`config.mk`:
```
export PLATFORM = sky130hd
export DESIGN_NAME = rip_fas_acc
export DESIGN_NICKNAME = d
export VERILOG_FILES = /design/src/rtl/rip_fas_pkg.sv /design/src/rtl/rip_fas_acc_fasrip.sv /design/src/rtl/rip_fas_acc.sv
export SDC_FILE = /design/constraint.sdc
export NUM_CORES = 1
export LEC_CHECK = 0
export CORE_AREA = 2 2 43 45
export CTS_BUF_LIST = sky130_fd_sc_hd__clkbuf_16
export DETAILED_ROUTE_END_ITERATION = 16
export DIE_AREA = 0 0 45 47
export GPL_TIMING_DRIVEN = 1
export PLACE_DENSITY = 0.77
export SLEW_MARGIN = 20
export SYNTH_ARGS = -nofsm -noshare
export SYNTH_HDL_FRONTEND = slang
export SYNTH_HIERARCHICAL = 1
export SYNTH_SLANG_ARGS = --single-unit
export TNS_END_PERCENT = 5
```
`constraint.sdc`:
```
create_clock -name clk -period 8.3 [get_ports clk]
set_clock_uncertainty 0.15 [all_clocks]
set_input_delay 1.66 -clock clk [delete_from_list [all_inputs] [get_ports clk]]
set_output_delay 1.66 -clock clk [all_outputs]
set_load 0.02 [all_outputs]
```
`src/rtl/rip_fas_pkg.sv`:
```
// Shared definitions for the 4-bit ripple add/subtract accumulator.
package rip_fas_pkg;

  localparam int WIDTH = 4;

  typedef enum logic [1:0] {
    OP_LOAD = 2'b00,
    OP_ADD  = 2'b01,
    OP_ADC  = 2'b10,
    OP_SUB  = 2'b11
  } op_e;

  typedef enum logic [1:0] {
    ST_IDLE = 2'd0,
    ST_EXEC = 2'd1,
    ST_RESP = 2'd2
  } state_e;

endpackage

```
`src/rtl/rip_fas_acc_fasrip.sv`:
```
// 4-bit ripple-carry adder/subtractor: sum = a + (b ^ {s_op}) + cin.
module fasrip
  import rip_fas_pkg::*;
(
  input  logic [WIDTH-1:0] a,
  input  logic [WIDTH-1:0] b,
  input  logic             s_op,
  input  logic             cin,
  output logic [WIDTH-1:0] sum,
  output logic             cout,
  output logic             ovf
);

  logic [WIDTH:0]   carry;
  logic [WIDTH-1:0] b_eff;

  always_comb begin
    b_eff    = b ^ {WIDTH{s_op}};
    carry    = '0;
    sum      = '0;
    carry[0] = cin;
    for (int i = 0; i < WIDTH; i++) begin
      sum[i]       = a[i] ^ b_eff[i] ^ carry[i];
      carry[i+1]   = (a[i] & b_eff[i]) | (carry[i] & (a[i] ^ b_eff[i]));
    end
  end

  assign cout = carry[WIDTH];
  // Signed overflow: carry into the sign bit differs from carry out of it.
  assign ovf  = carry[WIDTH] ^ carry[WIDTH-1];

endmodule

```
`src/rtl/rip_fas_acc.sv`:
```
// Command-driven accumulator: IDLE captures a command, EXEC updates acc/flags,
// RESP holds the result until the consumer takes it.
//
// state | meaning
// IDLE  | ready for a command; in_ready=1
// EXEC  | arithmetic on registered command, acc/c/v update at exit
// RESP  | result valid, held until out_ready
module rip_fas_acc
  import rip_fas_pkg::*;
(
  input  logic             clk,
  input  logic             rst,
  input  logic             in_valid,
  output logic             in_ready,
  input  logic [1:0]       in_op,
  input  logic [WIDTH-1:0] in_data,
  output logic             out_valid,
  input  logic             out_ready,
  output logic [WIDTH-1:0] out_acc,
  output logic             out_c,
  output logic             out_v
);

  localparam logic [1:0] S_IDLE = ST_IDLE;
  localparam logic [1:0] S_EXEC = ST_EXEC;
  localparam logic [1:0] S_RESP = ST_RESP;

  logic [1:0]       state_q, state_d;
  logic [1:0]       op_q, op_d;
  logic [WIDTH-1:0] data_q, data_d;
  logic [WIDTH-1:0] acc_q, acc_d;
  logic             c_q, c_d;
  logic             v_q, v_d;

  logic             alu_sub;
  logic             alu_cin;
  logic [WIDTH-1:0] alu_sum;
  logic             alu_cout;
  logic             alu_ovf;

  always_comb begin
    alu_sub = (op_q == OP_SUB);
    case (op_q)
      OP_ADC:  alu_cin = c_q;
      OP_SUB:  alu_cin = 1'b1;
      default: alu_cin = 1'b0;
    endcase
  end

  fasrip u_fasrip (
    .a    (acc_q),
    .b    (data_q),
    .s_op (alu_sub),
    .cin  (alu_cin),
    .sum  (alu_sum),
    .cout (alu_cout),
    .ovf  (alu_ovf)
  );

  always_comb begin
    state_d = state_q;
    op_d    = op_q;
    data_d  = data_q;
    acc_d   = acc_q;
    c_d     = c_q;
    v_d     = v_q;
    case (state_q)
      S_IDLE: begin
        if (in_valid) begin
          op_d    = in_op;
          data_d  = in_data;
          state_d = S_EXEC;
        end
      end
      S_EXEC: begin
        state_d = S_RESP;
        if (op_q == OP_LOAD) begin
          acc_d = data_q;
          c_d   = 1'b0;
          v_d   = 1'b0;
        end else begin
          acc_d = alu_sum;
          // Subtraction carry-out means "no borrow", so invert it.
          c_d   = alu_sub ? ~alu_cout : alu_cout;
          v_d   = alu_ovf;
        end
      end
      S_RESP: begin
        if (out_ready) state_d = S_IDLE;
      end
      default: state_d = S_IDLE;
    endcase
  end

  always_ff @(posedge clk or posedge rst) begin
    if (rst) begin
      state_q <= S_IDLE;
      op_q    <= '0;
      data_q  <= '0;
      acc_q   <= '0;
      c_q     <= 1'b0;
      v_q     <= 1'b0;
    end else begin
      state_q <= state_d;
      op_q    <= op_d;
      data_q  <= data_d;
      acc_q   <= acc_d;
      c_q     <= c_d;
      v_q     <= v_d;
    end
  end

  assign in_ready  = (state_q == S_IDLE);
  assign out_valid = (state_q == S_RESP);
  assign out_acc   = acc_q;
  assign out_c     = c_q;
  assign out_v     = v_q;

endmodule

```
; Yosys cells after proc, flatten, opt, wreduce, memory -nomap -nowiden
; Cells that the tools add are included.
[totals]
word_cells = 47
output_inout_bits = 8
input_bits = 10
register_bits = 14
[classes]
n_bitwise = 23
n_reduce_logical = 4
n_eq_ne = 6
mux = 8
[ops]
columns = cell, count
row1 = XOR 1 bit, 9
row2 = AND 1 bit, 8
row3 = equality test 2 bit (second input constant), 3
row4 = one-hot mux 2 bit (3 select lines), 1
row5 = zero test 2 bit, 2
row6 = two-way mux 2 bit, 2
row7 = two-way mux 4 bit, 1
row8 = OR 1 bit, 4
row9 = AND reduction 2 bit, 2
row10 = XOR 4 bit, 1
row11 = two-way mux 1 bit, 3
row12 = equality test 2 x 1 -> 1 bit (second input constant), 1
row13 = inequality test 2 x 1 -> 1 bit (second input constant), 1
row14 = inequality test 2 bit (second input constant), 1
row15 = one-hot mux 1 bit (2 select lines), 1
row16 = NOT 1 bit, 1

; Logic depth before layout (Yosys ltp)
[logic_depth]
word_depth = 14
mapped_depth = 12
ltp_nobuf = 12

; Hierarchy
; The synthesis kept the hierarchy.
[by_module_without_submodules]
columns = mod, area_per_inst_um2, n_inst, cells_each, seq_area_each_um2
row1 = rip_fas_acc, 638.1, 1, 51, 350.3
row2 = fasrip, 153.9, 1, 17, 0.0

; Worst setup path after synthesis
; No wires, ideal clock.
[synth_timing]
path_kind = register -> register
start = register op_q[0]
end = register c_q (netlist: out_c)
path_buffers = 0
path_stages_with_launch = 13
path_slack_ns = 5.559
setup_time_ns = 0.127
required_time_ns = 8.023
synth_period_minus_slack_ns = 2.741
arrival_ns = 2.463
path_cell_list = dfrtp_1 -> and2_1 -> xnor2_1 -> fa_1 -> inv_1 -> fa_1 -> inv_1 -> fa_1 -> inv_1 -> fa_1 -> and3b_1 -> a21oi_1 -> o21ai_0
[synth_between]
elab_chain_cells = 14
word_cells_on_any_way = 24
classes_between = 2 x eq/ne / 3 x mux / 18 x bitwise / 1 x reduce/logical
[synth_rtl]
columns = element, line
row1 = from (decl), rip_fas_acc.sv:29  ; logic [1:0] op_q, op_d;
row2 = from (signal assigned), rip_fas_acc.sv:105  ; op_q <= op_d;
row3 = equality test 2 bit (*), rip_fas_acc.sv:42  ; alu_sub = (op_q == OP_SUB);
row4 = named net alu_sub, rip_fas_acc.sv:35  ; logic alu_sub;
row5 = XOR 4 bit, rip_fas_acc_fasrip.sv:18  ; b_eff = b ^ {WIDTH{s_op}};
row6 = XOR 1 bit, rip_fas_acc_fasrip.sv:24  ; carry[i+1] = (a[i] & b_eff[i]) | (carry[i] & (a[i] ^ b_eff[i]));
row7 = AND 1 bit, rip_fas_acc_fasrip.sv:24
row8 = OR 1 bit, rip_fas_acc_fasrip.sv:24
row9 = AND 1 bit, rip_fas_acc_fasrip.sv:24
row10 = OR 1 bit, rip_fas_acc_fasrip.sv:24
row11 = AND 1 bit, rip_fas_acc_fasrip.sv:24
row12 = OR 1 bit, rip_fas_acc_fasrip.sv:24
row13 = AND 1 bit, rip_fas_acc_fasrip.sv:24
row14 = OR 1 bit (*), rip_fas_acc_fasrip.sv:24
row15 = named net alu_cout, rip_fas_acc.sv:38  ; logic alu_cout;
row16 = NOT 1 bit, rip_fas_acc.sv:84  ; c_d = alu_sub ? ~alu_cout : alu_cout;
row17 = two-way mux 1 bit (*), rip_fas_acc.sv:84
row18 = two-way mux 1 bit (*), rip_fas_acc.sv:77  ; if (op_q == OP_LOAD) begin
row19 = to (signal assigned), rip_fas_acc.sv:101  ; c_q <= 1'b0;
row20 = to (signal assigned), rip_fas_acc.sv:108  ; c_q <= c_d;
row21 = to (decl), rip_fas_acc.sv:32  ; logic c_q, c_d;
; The timed path passes the listed nets; every way through them passes the cells marked *.
; A chain may end at the register's enable or synchronous reset.

; Final worst setup path
[layout_timing]
start = register state_q[0]
end = output out_valid
[layout_between]
elab_chain_cells = 1
[layout_rtl]
columns = element, line
row1 = from (decl), rip_fas_acc.sv:28  ; logic [1:0] state_q, state_d;
row2 = from (signal assigned), rip_fas_acc.sv:104  ; state_q <= state_d;
row3 = equality test 2 bit, rip_fas_acc.sv:114  ; assign out_valid = (state_q == S_RESP);
row4 = to (decl), rip_fas_acc.sv:17  ; output logic out_valid,
; No other way between the ends.

==> metrics.csv <==
stage;metric;value;unit
yosys;Synth area leader;dfrtp_1;
critical_path;CP endpoint;out_valid;
critical_path;Reg2Reg Setup Slack;5.28;ns
layout;fin area;1050;um^2
power;Peak VDD IR;0.222;mV
critical_path;crit path launch;state_q[0];
floorplan;DIE AREA;2120;um^2
layout;non-filler cells, final;104;
yosys;syn nets;82;
route;DRC;0;
route;DR vias/cell;4.91;
route;Via Count;511;
layout;nets;102;
place;PortBufs;17;
yosys;Synth top area share;44.2;%
sta;Slew HR;62.8;%
worst_hold_path;worst min-delay path class;reg -> reg;
critical_path;Worst setup SP type;flip-flop;
yosys;#FFs+latches synth;14;
clock_network;clk slew on worst S/H paths;0.05;ns
critical_path;CP arrival;1.58;ns
yosys;sequential fraction of the synthesis area;44.2;%
critical_path;Worst Setup Path Type;reg -> out;
clock_network;post-CTS setup buffer count;0;
yosys;Yosys cell types;21;
place;dpl hpwl;1.03;mm
route;Post-DRT Antenna Nets;0;
power;power per standard cell area;498;nW/um^2
critical_path;reg2reg start;op_q[0];
clock_network;CTS max path bufs;2;
layout;highest-count cells in the layout ignoring fill and taps;clkdlybuf4s50_1 (17), dfrtp_1 (14), inv_1 (10);
route;1st-iter DRT viols;1;
floorplan;Starting Density;48.0;%
global_route;initial antenna violation count;0;
job;max-capacitance violation count;0;
place;placed instance count;100;
route;drt first pass iters;4;
sta;Worst Tran Pin Value;0.557;ns
place;RePlAce Congestion;0.701;
power;Leak;0.490;nW
sta;Hold Vio Cnt, Final;0;
place;Cell Area, Placed;967;um^2
floorplan;Rows;15;
route;wire per inst;13.9;um
clock_network;CTS Root Cell;clkbuf_16;
route;WL final;1.44;mm
critical_path;crit-path max FO;3;
global_route;largest net degree at the start of global routing;15;
global_route;vias in the first global route;496;
sta;final period utilization;40.9;%
clock_network;TritonCTS clock tree;done;
sta;final-report max-slew violation count;0;
sta;min Tclk post-route;3.39;ns
clock_network;Clock Latency Late Sink;0.24;ns
yosys;Mapped Area;792;um^2
critical_path;reg2reg path depth;12;
clock_network;Clock Sinks;14;
sta;Final setup violation count;0;
clock_network;post-cts gate resize count;0;
floorplan;CORE AREA;1650;um^2
outcome;status;completed;
critical_path;Crit path required time;6.49;ns
clock_network;cts hold-fix bufs;0;
sta;final setup TNS;0;ns
clock_network;H-tree depth;1;
global_route;grt ovf;0;
floorplan;die outline height;47;um
floorplan;I/O pin total;18;
layout;Inserted Diodes;0;
yosys;Synth Instances;68;
critical_path;RR Endpoint;out_c;
layout;layout cells sized above 1;14.9;%
sta;RSZ-0062 raised after global routing;false;
critical_path;Crit. End Element;output pin;
yosys;top post-synthesis cells by area;dfrtp_1 (44%), mux2_4 (11%), fa_1 (10%);
global_route;GRT Total Usage;16.6;%
yosys;Synth Warn #;6;
sta;Max Freq;295;MHz
clock_network;Num CTS Buffers;3;
yosys;Mean Syn Cell Area;11.6;um^2
layout;leading cell type in the layout, fill and taps excluded;clkdlybuf4s50_1;
layout;Layout area overhead;32.1;%
global_route;first-pass GRT wire length;2.34;mm
floorplan;die width;45;um
## worst min path at each step
stage               slack, ns  cells past startpoint       start         end
CTS                      0.36                      2       out_c       out_c
global placement         0.34                      2  out_acc[0]  out_acc[0]
detailed placement       0.35                      2       out_c       out_c
finish                   0.36                      2  out_acc[0]  out_acc[0]
global route             0.39                      1       out_v       out_v
floorplan                0.37                      1   data_q[1]   data_q[1]
## synth_stat cells
cell / number
o21a_1: 1
or2b_2: 1
xnor2_1: 3
mux2_4: 6
inv_1: 10
nor2_1: 1
nor2_2: 2
and3b_1: 1
fa_1: 4
xor2_1: 3
dfrtp_1: 14
and2_4: 1
mux2i_1: 4
o21ai_0: 6
buf_6: 1
a22o_1: 1
and2_1: 1
nand2b_1: 1
nand2_1: 5
a21oi_1: 1
buf_2: 1
## cell families after synthesis
group                    synth area share, %
AND/OR/NAND/NOR                         9.32
multiplexers                            16.4
XOR/XNOR                                6.64
AO/OA/AOI/OAI                           6.48
buffers and inverters                   6.79
adder cells (fa/ha/maj)                 10.1
flip-flops                              44.2
## state kept, by name (all words and copies together) (netlist names)
signal   flops
state_q      2
data_q       4
op_q         2
out_acc      4
out_v        1
out_c        1
## worst max-delay path: stages, from the launching register on
cell,delay [ns]
dfrtp_1,0.39
or2b_2,0.30
inv_1,0.05
clkdlybuf4s50_1,0.59
## report_power, final
part           internal (mW)  leakage, nW  switching [mW]
Clock                 0.0637       0.0385          0.0272
Sequential             0.102        0.171          0.0339
Combinational          0.153        0.281           0.142
Total                  0.319        0.490           0.203
## final cells by class
class | count | area [um^2]
clock inverters | 1 | 3.75
clock buffers | 3 | 75.1
multi-input cells | 42 | 388
repair buffers | 17 | 170
well taps | 17 | 21.3
inverters | 10 | 37.5
fillers | 148 | 606
flip-flops and latches | 14 | 350
## stage by stage
| step | utilization [%] | total power, mW | worst slack, ns | hold WS (ns) |
|---|---|---|---|---|
| final | 63.3 | 0.521 | 4.91 | 0.356 |
| after global routing | 63.3 | 0.564 | 4.85 | 0.387 |
| after CTS | 63.3 | 0.528 | 4.90 | 0.359 |
| after detailed placement | 58.6 | 0.433 | 5.16 | 0.347 |
| after global placement | 58.6 | 0.416 | 5.18 | 0.338 |
| after floorplan | - | 0.355 | 5.56 | 0.374 |
## layer usage
| metal | up-vias | wire [um] | GRT usage (%) |
|---|---|---|---|
| li1 | 254 | - | - |
| met1 | 241 | 599 | 19.5 |
| met2 | 14 | 758 | 28.6 |
| met3 | 2 | 65 | 3.46 |
| met4 | 0 | 18 | 8.82 |
| met5 | - | 0 | 0 |
(Power assumes the default switching activity.)
